File: config.mk
export PLATFORM = sky130hd
export DESIGN_NAME = mano_ac_unit_flat
export DESIGN_NICKNAME = d
export VERILOG_FILES = /design/src/rtl/mano_ac_unit_if.sv /design/src/rtl/mano_ac_unit.sv /design/src/flat_wrapper.sv
export SDC_FILE = /design/constraint.sdc
export NUM_CORES = 1
export LEC_CHECK = 0
export BUFFER_PORTS_ARGS = -buffer_cell sky130_fd_sc_hd__buf_4
export CAP_MARGIN = 20
export CORE_MARGIN = 4
export CORE_UTILIZATION = 32
export CTS_CLUSTER_DIAMETER = 40
export DETAILED_ROUTE_END_ITERATION = 6
export GPL_ROUTABILITY_DRIVEN = 0
export GPL_TIMING_DRIVEN = 0
export MAX_ROUTING_LAYER = met4
export PLACE_DENSITY_LB_ADDON = 0.25
export REMOVE_ABC_BUFFERS = 1
export SYNTH_ARGS = -nofsm -noshare
export SYNTH_HDL_FRONTEND = slang
export SYNTH_SLANG_ARGS = --single-unit
File: constraint.sdc
create_clock -name CLK -period 4.9 [get_ports CLK]
set_input_delay 0.245 -clock CLK [delete_from_list [all_inputs] [get_ports CLK]]
set_output_delay 0.245 -clock CLK [all_outputs]
set_load 0.03 [all_outputs]
File: src/rtl/mano_ac_unit_if.sv
`default_nettype none
// ============================================================================
// Module   : mano_ac_unit_if
// Purpose  : Bus bundle between the Mano accumulator unit and its
//            environment: instruction/sequence-counter/data inputs on one
//            side, AC/E/control pulses on the other.
// Signals  : IN_IR[15:0]   instruction register (I=15, opcode=14:12, B=11:0)
//            t[2:0]        sequence counter value
//            DR_IN         memory operand (WIDTH bits)
//            INPR_IN[7:0]  input character register
//            Q_AC, Q_E     accumulator and carry/link flip-flop
//            SKIP, HALT    PC-increment pulse, sticky halt flag
//            OUT_LD        load-OUTR pulse
// Modports : master drives instruction/operand inputs; slave is the unit.
// Revision : 1.0  initial release
// ============================================================================
interface mano_ac_unit_if #(
  parameter int WIDTH = 16
);
  logic [15:0]      IN_IR;
  logic [2:0]       t;
  logic [WIDTH-1:0] DR_IN;
  logic [7:0]       INPR_IN;
  logic [WIDTH-1:0] Q_AC;
  logic             Q_E;
  logic             SKIP;
  logic             HALT;
  logic             OUT_LD;

  modport master (
    output IN_IR, t, DR_IN, INPR_IN,
    input  Q_AC, Q_E, SKIP, HALT, OUT_LD
  );

  modport slave (
    input  IN_IR, t, DR_IN, INPR_IN,
    output Q_AC, Q_E, SKIP, HALT, OUT_LD
  );
endinterface
`default_nettype wire

File: src/rtl/mano_ac_unit.sv
`default_nettype none
// ============================================================================
// Module   : mano_ac_unit
// Purpose  : Accumulator unit of the Mano basic computer. Holds AC and E and
//            executes AND/ADD/LDA (at T5), the twelve register-reference
//            operations (at T3), and optionally INP/OUT (at T3).
// Ports    : CLK  system clock, rising edge
//            RST  asynchronous active-high reset
//            bus  mano_ac_unit_if.slave (IN_IR, t, DR_IN, INPR_IN in;
//                 Q_AC, Q_E, SKIP, HALT, OUT_LD out)
// Config   : define MANO_AC_IO_EN to enable INP/OUT; otherwise I/O
//            instructions do nothing and OUT_LD is tied 0.
// Params   : WIDTH  data width of AC and DR_IN (8..32), must match bus.
// Revision : 1.0  initial release
// ============================================================================
module mano_ac_unit #(
  parameter int WIDTH = 16
) (
  input  wire logic        CLK,
  input  wire logic        RST,
  mano_ac_unit_if.slave    bus
);

  logic [WIDTH-1:0] ac_q, ac_d;
  logic             e_q, e_d;
  logic             skip_q, skip_d;
  logic             halt_q, halt_d;
  logic             out_ld_q, out_ld_d;

  logic        ir_i;
  logic [2:0]  opcode;
  logic [11:0] b_field;
  logic [7:0]  d_dec;
  logic        t3, t5;
  logic        r_ref;
  logic        p_io;

  assign ir_i    = bus.IN_IR[15];
  assign opcode  = bus.IN_IR[14:12];
  assign b_field = bus.IN_IR[11:0];
  assign d_dec   = 8'd1 << opcode;
  assign t3      = (bus.t == 3'd3);
  assign t5      = (bus.t == 3'd5);
  assign r_ref   = d_dec[7] & ~ir_i & t3;
  assign p_io    = d_dec[7] &  ir_i & t3;

`ifndef MANO_AC_IO_EN
  // Without the I/O feature these inputs are deliberately ignored.
  logic unused_io;
  assign unused_io = ^{bus.INPR_IN, p_io};
`endif

  always_comb begin
    ac_d     = ac_q;
    e_d      = e_q;
    skip_d   = 1'b0;
    halt_d   = halt_q;
    out_ld_d = 1'b0;

    // A halted unit freezes AC/E; SKIP and OUT_LD simply stay low.
    if (!halt_q) begin
      if (t5) begin
        unique case (opcode)
          3'd0:    ac_d = ac_q & bus.DR_IN;
          3'd1:    {e_d, ac_d} = {1'b0, ac_q} + {1'b0, bus.DR_IN};
          3'd2:    ac_d = bus.DR_IN;
          default: ;
        endcase
      end

      if (r_ref) begin
        // Highest set bit of B selects the single operation executed.
        priority casez (b_field)
          12'b1???_????_????: ac_d = '0;
          12'b01??_????_????: e_d  = 1'b0;
          12'b001?_????_????: ac_d = ~ac_q;
          12'b0001_????_????: e_d  = ~e_q;
          12'b0000_1???_????: begin
            ac_d = {e_q, ac_q[WIDTH-1:1]};
            e_d  = ac_q[0];
          end
          12'b0000_01??_????: begin
            ac_d = {ac_q[WIDTH-2:0], e_q};
            e_d  = ac_q[WIDTH-1];
          end
          12'b0000_001?_????: ac_d   = ac_q + 1'b1;
          12'b0000_0001_????: skip_d = ~ac_q[WIDTH-1];
          12'b0000_0000_1???: skip_d =  ac_q[WIDTH-1];
          12'b0000_0000_01??: skip_d = (ac_q == '0);
          12'b0000_0000_001?: skip_d = ~e_q;
          12'b0000_0000_0001: halt_d = 1'b1;
          default: ;
        endcase
      end

`ifdef MANO_AC_IO_EN
      if (p_io) begin
        if (b_field[11]) begin
          ac_d = {{(WIDTH-8){1'b0}}, bus.INPR_IN};
        end else if (b_field[10]) begin
          out_ld_d = 1'b1;
        end
      end
`endif
    end
  end

  always_ff @(posedge CLK or posedge RST) begin
    if (RST) begin
      ac_q     <= '0;
      e_q      <= 1'b0;
      skip_q   <= 1'b0;
      halt_q   <= 1'b0;
      out_ld_q <= 1'b0;
    end else begin
      ac_q     <= ac_d;
      e_q      <= e_d;
      skip_q   <= skip_d;
      halt_q   <= halt_d;
      out_ld_q <= out_ld_d;
    end
  end

  assign bus.Q_AC   = ac_q;
  assign bus.Q_E    = e_q;
  assign bus.SKIP   = skip_q;
  assign bus.HALT   = halt_q;
  assign bus.OUT_LD = out_ld_q;

endmodule
`default_nettype wire

File: src/flat_wrapper.sv
// flat-port wrapper written by rule: the top's interface ports become plain ports
module mano_ac_unit_flat 
#(
  parameter int WIDTH = 16
)
  (CLK, RST, bus_IN_IR, bus_t, bus_DR_IN, bus_INPR_IN, bus_Q_AC, bus_Q_E, bus_SKIP, bus_HALT, bus_OUT_LD);
  mano_ac_unit_if #(.WIDTH(WIDTH)) bus_i ();
  input  wire logic CLK;
  input  wire logic RST;
  input wire logic [$bits(bus_i.IN_IR)-1:0] bus_IN_IR;
  input wire logic [$bits(bus_i.t)-1:0] bus_t;
  input wire logic [$bits(bus_i.DR_IN)-1:0] bus_DR_IN;
  input wire logic [$bits(bus_i.INPR_IN)-1:0] bus_INPR_IN;
  output wire logic [$bits(bus_i.Q_AC)-1:0] bus_Q_AC;
  output wire logic [$bits(bus_i.Q_E)-1:0] bus_Q_E;
  output wire logic [$bits(bus_i.SKIP)-1:0] bus_SKIP;
  output wire logic [$bits(bus_i.HALT)-1:0] bus_HALT;
  output wire logic [$bits(bus_i.OUT_LD)-1:0] bus_OUT_LD;
  assign bus_i.IN_IR = bus_IN_IR;
  assign bus_i.t = bus_t;
  assign bus_i.DR_IN = bus_DR_IN;
  assign bus_i.INPR_IN = bus_INPR_IN;
  assign bus_Q_AC = bus_i.Q_AC;
  assign bus_Q_E = bus_i.Q_E;
  assign bus_SKIP = bus_i.SKIP;
  assign bus_HALT = bus_i.HALT;
  assign bus_OUT_LD = bus_i.OUT_LD;
  mano_ac_unit #(.WIDTH(WIDTH)) u_core (.CLK(CLK), .RST(RST), .bus(bus_i));
endmodule
-- After elaboration in Yosys (flattened, before gate mapping)
Cells that the tools add are included.
- flip-flop bits (word level): 19
- output and inout bits: 20
- word-level logic and storage cells: 45
- bits of input ports: 45
- shifts and indexed selects: 1
- equal/unequal tests: 15
- mux-type cells: 14
- reductions and logical operators: 2
- bitwise operators: 7
- add/subtract/negate cells: 2
- operators with widths (cell ; count):
    one-hot mux 16 bit (5 select lines) ; 1
    one-hot mux 16 bit (3 select lines) ; 1
    two-way mux 16 bit ; 2
    adder 16 x 16 -> 17 bit ; 1
    adder 16 x 1 -> 16 bit (second input constant) ; 1
    AND 16 bit ; 1
    zero test 16 bit ; 1
    inverter 16 bit ; 1
    == test 12 x 1 -> 1 bit (second input constant) ; 1
    == test 11 x 1 -> 1 bit (second input constant) ; 1
    == test 10 x 1 -> 1 bit (second input constant) ; 1
    == test 9 x 1 -> 1 bit (second input constant) ; 1
    == test 8 x 1 -> 1 bit (second input constant) ; 1
    two-way mux 1 bit ; 8
    one-hot mux 1 bit (4 select lines) ; 2
    << shifter 1 x 3 -> 8 bit (first input constant) ; 1
    == test 7 x 1 -> 1 bit (second input constant) ; 1
    == test 3 x 1 -> 1 bit (second input constant) ; 2
    == test 3 x 2 -> 1 bit (second input constant) ; 2
    == test 6 x 1 -> 1 bit (second input constant) ; 1
    == test 5 x 1 -> 1 bit (second input constant) ; 1
    == test 4 x 1 -> 1 bit (second input constant) ; 1
    == test 3 bit (second input constant) ; 1
    zero test 3 bit ; 1
    3 further kinds ; 6

-- Longest topological paths before layout
Gate-level depths: netlist (run 1).
- depth after elaboration: 5
- gate-level depth with buffers: 9
- gate-level depth less buffers: 9

-- Least setup slack after synthesis (run 1)
No wires, ideal clock.
- kind: flip-flop to flip-flop
- start point: reg u_core.ac_q[0] (netlist: u_core.bus.Q_AC[0])
- end point: reg u_core.ac_q[14] (netlist: u_core.bus.Q_AC[14])
- data arrival time: 2320 ps
- stages on the path, launching flop included: 10
- library setup time: 127 ps
- path buffers: 0
- required time: 4773 ps
- period minus slack after synthesis: 2447 ps
- path slack: 2453 ps
- cells stage by stage: dfrtp_1 > ha_1 > fa_1 > a21oi_1 > o21ai_0 > a21o_1 > a31oi_1 > xnor2_1 > a211oi_1 > a21oi_1
- longest elaborated chain between the ends: 5
- elaborated cells between the ends (all ways): 6
- those cells by class: 2 x add/sub; 4 x mux
- RTL lines (element ; RTL line ; source):
    start: declaration ; mano_ac_unit.sv:24 ; logic [WIDTH-1:0] ac_q, ac_d;
    start signal: assignment ; mano_ac_unit.sv:110 ; ac_q <= '0;
    start signal: assignment ; mano_ac_unit.sv:116 ; ac_q <= ac_d;
    adder 16 x 16 -> 17 bit ; mano_ac_unit.sv:65 ; 3'd1: {e_d, ac_d} = {1'b0, ac_q} + {1'b0, bus.DR_IN};
    one-hot mux 16 bit (3 select lines) ; mano_ac_unit.sv:63 ; unique case (opcode)
    two-way mux 16 bit ; mano_ac_unit.sv:62 ; if (t5) begin
    one-hot mux 16 bit (5 select lines) ; mano_ac_unit.sv:73 ; priority casez (b_field)
    two-way mux 16 bit * ; mano_ac_unit.sv:71 ; if (r_ref) begin
Mark *: on every way between the ends. The rest lies on a longest branch, timed or not.
A chain may end at the register's enable or synchronous reset.

-- Final worst setup path (run 1)
- start point: reg u_core.ac_q[4] (netlist: u_core.bus.Q_AC[4])
- end point: reg u_core.ac_q[13] (netlist: u_core.bus.Q_AC[13])
Same word-level chain as after synthesis.

==> flow_summary_export.csv, run 1 <==
group,metric,value,unit
layout,fin_util,0.390,
floorplan,pin_count,65,
sta,fin_crit,2.74,ns
critical_path,r2r_cells,8,
outcome,outcome,"finished clean",
layout,syn2layout_area_growth,18.4,%
sta,min_period_over_period,0.559,
power,powerDensity,320,nW/µm²
hold_path,hp-class,"primary input to async pin",
clocking,clock_latency,0.27,ns
floorplan,fp.dieH,100,µm
critical_path,crit_arrival,2.89,ns
clocking,ctsResizeCount,0,
detailed_routing,drt_iter0_drc,254,
critical_path,cp_data_required_time,5.06,ns
critical_path,worstReg2RegStart,"u_core.bus.Q_AC[4]",
place,io_buffers,55,
detailed_routing,dr.pass1.iters,4,
clocking,cts.sinks,19,
critical_path,crit_path_start_kind,"flop",
global_route,grt_usage,0.180,
detailed_routing,antenna_left,0,
logic_synthesis,synth_edf_count,0,
sta,setup_tns,0,ns
logic_synthesis,ys_seq_area_frac,0.176,
critical_path,crit_chain,"ha_1, nand2_1, nor3b_1, o21ai_0, o211ai_1, nor4b_1, nor4bb_1, nor2_1",
logic_synthesis,synth_seq_cells,19,
layout,fin_nets,464,
logic_synthesis,syn_inst,363,
global_route,grt_pass1_vias,2844,
detailed_routing,wl_per_cell,17.5,µm
logic_synthesis,synth.distinct_cells,61,
power,vdd_drop_max,0.148,mV
detailed_routing,drc,0,
floorplan,num_rows,33,
logic_synthesis,postSynthAreaPerCell,7.46,µm²
global_route,grt_max_degree,20,
global_route,grt_remaining_overflow,0,
clocking,path_clk_slew,0.08,ns
critical_path,r2r_setup_slack,2.16,ns
critical_path,worstReg2RegEnd,"u_core.bus.Q_AC[13]",
clocking,cts_tree,"done",
sta,max_freq,365,MHz
logic_synthesis,syn-cell-area,2710,µm²
critical_path,critical-path-top-delay-family,"simple AND/OR/NAND/NOR gates",
place,dpl-instance-area,3160,µm²
place,post-dp-hpwl,6520,µm
global_route,antenna_found_initial,0,
detailed_routing,via_count,2991,
critical_path,path_class,"flop to flop",
clocking,post_cts_buffers,0,
clocking,ctsHoldBuffers,0,
power,power.total,0.00103,W
sta,setup_viol_count_final,0,
clocking,cts_buffer_depth,2,
detailed_routing,wirelength,8820,µm
detailed_routing,vias_per_cell,5.93,
logic_synthesis,async_flop_share,1.00,
logic_synthesis,yosys_warnings,0,
clocking,cts_buffers,3,
critical_path,cp.buffers_inverters,0,
critical_path,end_kind,"flop",
layout,layout-drive-gt1-share,0.183,
critical_path,critPathMaxStageDelay,0.55,ns
critical_path,crit_slowest_cell,"o211ai_1",
logic_synthesis,synth_flop_cell,"dfrtp_1",
critical_path,critPathMaxFanout,11,
clocking,cts_htree_levels,1,
floorplan,start_util,0.330,
place,pre_cts_ws,2.16,ns
clocking,clockRootBuffer,"clkbuf_8",
layout,n_antenna_cell,0,
sta,slew_viol_final,0,
sta,hold_viol_final,0,
sta,fin_skew,0.00461,ns
sta,max_slew.worst_pin.slew,1.10,ns
floorplan,core,8220,µm²
layout,fin_area,3210,µm²
sta,slew_headroom,0.262,
floorplan,die_w,100,µm
job,maxCapViolCount,0,
floorplan,die-area,10000,µm²
power,p_leak,1.31,nW
global_route,grt_pass1_wl,14300,µm
sta,rsz0062_at_grt,"false",
sta,fin_ws,2.16,ns
[how the worst max path moves through the flow]
stage / slack (ns) / end / cells after the start / from
after global placement: 2.17 / u_core.bus.Q_AC[14] / 7 / bus_IN_IR[11]
after global routing: 1.92 / u_core.bus.Q_AC[14] / 9 / u_core.bus.Q_AC[0]
final: 2.16 / u_core.bus.Q_AC[13] / 8 / u_core.bus.Q_AC[4]
after CTS: 2.16 / u_core.bus.Q_AC[14] / 9 / u_core.bus.Q_AC[0]
after floorplan: 2.45 / u_core.bus.Q_AC[14] / 9 / u_core.bus.Q_AC[0]
after detailed placement: 2.16 / u_core.bus.Q_AC[7] / 7 / bus_IN_IR[13]
[synthesized netlist by cell type (10+ instances only)]
cell type / instances / area (µm²)
dfrtp_1: 19 / 475
nor3_1: 10 / 50.1
nand2_1: 24 / 90.1
ha_1: 18 / 225
a21oi_1: 40 / 200
mux2i_1: 16 / 160
clkbuf_1: 18 / 67.6
nor2_1: 32 / 120
o21ai_0: 30 / 150
nand3_1: 14 / 70.1
[kinds of logic after synthesis]
group,synth area share
AOI/OAI and AO/OA,0.326
other,0.00138
adders and majority gates,0.0905
DFF,0.176
xor gates and xnor gates,0.0485
muxes,0.0674
buffers and inverters,0.0485
and+or+nand+nor,0.243
[report_power, final]
part           switching, W  internal (W)
clock             0.0000611     0.0000582
sequential         0.000116      0.000193
combinational      0.000344      0.000257
total              0.000520      0.000508
[through the flow]
step / instances / hold WS (ns)
floorplan: 339 / 0.196
CTS: 504 / 0.155
global placement: 499 / 0.439
detailed placement: 500 / 0.446
finish: 504 / 0.117
global route: 504 / 0.171
[layout by cell type (no fill, tap or decap), types with 10 or more instances in the layout]
cell type / instances
buf_4: 55
nand3_1: 14
dfrtp_1: 19
nor3_1: 10
ha_1: 18
nand2_1: 24
o21ai_0: 30
a21oi_1: 40
nor2_1: 32
mux2i_1: 16
[final cells by class]
| type | instances | area (µm²) |
|---|---|---|
| Fill cell | 875 | 5010 |
| Tap cell | 105 | 131 |
| Timing Repair Buffer | 56 | 424 |
| Clock buffer | 4 | 45.0 |
| Multi-Input combinational cell | 312 | 2100 |
| Inverter | 8 | 30.0 |
| Sequential cell | 19 | 475 |
[metal layers]
| layer | share of wire | GRT usage | up-vias |
|---|---|---|---|
| li1 | - | - | 1462 |
| met1 | 0.45 | 0.248 | 1420 |
| met2 | 0.48 | 0.284 | 97 |
| met3 | 0.056 | 0.0174 | 12 |
| met4 | 0.015 | 0.0477 | 0 |
| met5 | 0 | - | - |
[registers in the layout, summed over array words and instances (netlist names)]
signal,flops
u_core.bus.HALT,1
u_core.bus.Q_AC,16
u_core.bus.Q_E,1
u_core.bus.SKIP,1
No activity file was read; power rests on OpenSTA's default activity.
==> run 2, diff against run 1 <==
==> constraint.sdc (replaced) <==
create_clock -name CLK -period 2.4 [get_ports CLK]
set_input_delay 0.12 -clock CLK [delete_from_list [all_inputs] [get_ports CLK]]
set_output_delay 0.12 -clock CLK [all_outputs]
set_load 0.03 [all_outputs]
==> flow_summary_export.csv, run 2 (same netlist as run 1, synthesis figures left out) <==
group,metric,value,unit
sta,fin_skew,0.00502,ns
outcome,violations,"negative hold slack",
layout,multi_input_area,2160,µm²
power,combPwrFrac,0.613,
clocking,cts_htree_levels,1,
layout,fin_util,0.410,
critical_path,cp_data_required_time,2.60,ns
global_route,grt_remaining_overflow,0,
detailed_routing,wl_met3,657,µm
layout,largest_register_ffs,16,
detailed_routing,vias_per_cell,5.93,
floorplan,num_rows,33,
detailed_routing,wirelength,9070,µm
power,p_switching,0.00112,W
sta,whs,-0.00582,ns
clocking,cts_buffer_depth,2,
global_route,grt_pass1_vias,2884,
critical_path,path_class,"flop to flop",
power,internal-power,0.00114,W
sta,fin_crit,2.36,ns
sta,hold_viol_final,10,
sta,max_slew.worst_pin.slew,1.04,ns
floorplan,pin_count,65,
critical_path,critPathMaxFanout,3,
outcome,outcome,"complete, but fails checks",
floorplan,die_w,100,µm
detailed_routing,top_layer,"met4",
layout,n_antenna_cell,0,
clocking,cts.sinks,19,
layout,fillers,869,
layout,fin_nets,474,
sta,slew_viol_final,0,
layout,mostFrequentLayoutCells,"63 x buf_4, 37 x a21oi_1, 30 x nor2_1, 27 x o21ai_0, 24 x nand2_1",
place,post-dp-hpwl,6520,µm
detailed_routing,wl_per_cell,17.7,µm
critical_path,crit_path_start_kind,"flop",
sta,slew_headroom,0.302,
job,maxCapViolCount,0,
sta,max_freq,424,MHz
detailed_routing,wl_met2,4400,µm
layout,layout-drive-gt1-share,0.257,
detailed_routing,antenna_left,0,
global_route,grt_pass1_wl,14400,µm
layout,syn2layout_area_growth,24.4,%
critical_path,end_kind,"flop",
sta,min_period_over_period,0.982,
place,placedCellCount,500,
floorplan,fp.dieH,100,µm
clocking,cts_buffers,3,
layout,final-instance-count-excl-fill,514,
power,vdd_drop_max,0.315,mV
clocking,clockRootBuffer,"clkbuf_8",
detailed_routing,drt_iter0_drc,251,
critical_path,crit_arrival,2.55,ns
layout,seq_area,485,µm²
detailed_routing,wl_met1,3930,µm
power,p_clk_frac,0.107,
clocking,clock_latency,0.27,ns
critical_path,r2r_cells,9,
critical_path,worstReg2RegStart,"u_core.bus.Q_AC[0]",
critical_path,worstReg2RegEnd,"u_core.bus.Q_AC[14]",
global_route,grt_usage,0.182,
detailed_routing,drc,0,
floorplan,core,8220,µm²
power,p_leak,1.36,nW
detailed_routing,dr.pass1.iters,5,
clocking,path_clk_slew,0.08,ns
hold_path,hp-class,"primary input to async pin",
layout,final_common_cell,"buf_4",
critical_path,r2r_setup_slack,0.04,ns
clocking,cts_tree,"done",
global_route,grt_max_degree,20,
global_route,antenna_found_initial,0,
place,io_buffers,55,
power,switching_share,0.496,
sta,rsz0062_at_grt,"true",
power,powerDensity,668,nW/µm²
power,seq_power_share,0.280,
floorplan,start_util,0.330,
detailed_routing,via_count,3047,
sta,setup_viol_count_final,0,
floorplan,die-area,10000,µm²
run 2: changes by cell type in the layout (fill, tap and decap cells not counted), moves of 3 or more:
cell | previous run | this run
buf_4 | 55 | 63
o21ai_0 | 30 | 27
a21oi_2 | 0 | 3
dfrtp_2 | 0 | 8
a21oi_1 | 40 | 37
dfrtp_1 | 19 | 11
run 2: timing repair:
item	CTS	global route
buffers inserted	6	3
gates resized for setup	8	18
pin swaps	2	4
setup endpoints to repair	7	9
hold buffers	0	0
run 2: critical path: stages, from the launching register on:
cell and delay (ns):
dfrtp_2 0.42, ha_1 0.24, fa_2 0.38, a21oi_2 0.15
o21ai_2 0.10, a21o_1 0.25, a31oi_4 0.25, xnor2_1 0.19
nand3_1 0.13, a21oi_2 0.17
run 2: layout make-up:
| class | instances | area share |
|---|---|---|
| repair buffers | 66 | 0.153 |
| multi-input cells | 312 | 0.642 |
| well taps | 105 | 0.0390 |
| clock buffers | 4 | 0.0134 |
| inverters | 8 | 0.00891 |
| flip-flops and latches | 19 | 0.144 |
run 2: how the worst max path moves through the flow:
stage	start	endpoint	cells past startpoint
final	u_core.bus.Q_AC[0]	u_core.bus.Q_AC[14]	9
after global routing	u_core.bus.Q_AC[0]	u_core.bus.Q_AC[14]	9
after CTS	bus_IN_IR[13]	u_core.bus.Q_AC[7]	7
after detailed placement	u_core.bus.Q_AC[0]	u_core.bus.Q_AC[14]	9
after global placement	u_core.bus.Q_AC[0]	u_core.bus.Q_AC[14]	9
after floorplan	u_core.bus.Q_AC[0]	u_core.bus.Q_AC[14]	9
run 2: metrics by stage:
step / cell area, µm² / setup slack, ns / setup TNS, ns / hold slack [ns] / total power [W]
after global routing: 3370 / -0.0847 / -0.124 / 0.0459 / 0.00242
after detailed placement: 3160 / -0.334 / -1.41 / 0.321 / 0.00185
after floorplan: 2610 / -0.0486 / -0.0486 / 0.0711 / 0.00143
final: 3370 / 0.0440 / 0 / -0.00582 / 0.00225
after global placement: 3150 / -0.326 / -1.30 / 0.314 / 0.00183
after CTS: 3280 / 0.00460 / 0 / 0.0300 / 0.00217
run 2: power groups by stage:
stage / combinational (W) / clock (W) / sequential (W)
2_1_floorplan: 0.000712 / 0 / 0.000715
3_3_place_gp: 0.00120 / 0 / 0.000635
3_5_place_dp: 0.00122 / 0 / 0.000635
4_1_cts: 0.00130 / 0.000244 / 0.000624
5_1_grt: 0.00151 / 0.000259 / 0.000651
6_report: 0.00138 / 0.000242 / 0.000631
run 2: routing by layer:
metal / up-vias / GRT usage
li1: 1486 / -
met1: 1443 / 0.249
met2: 112 / 0.288
met3: 6 / 0.0174
met4: 0 / 0.0508
met5: - / -
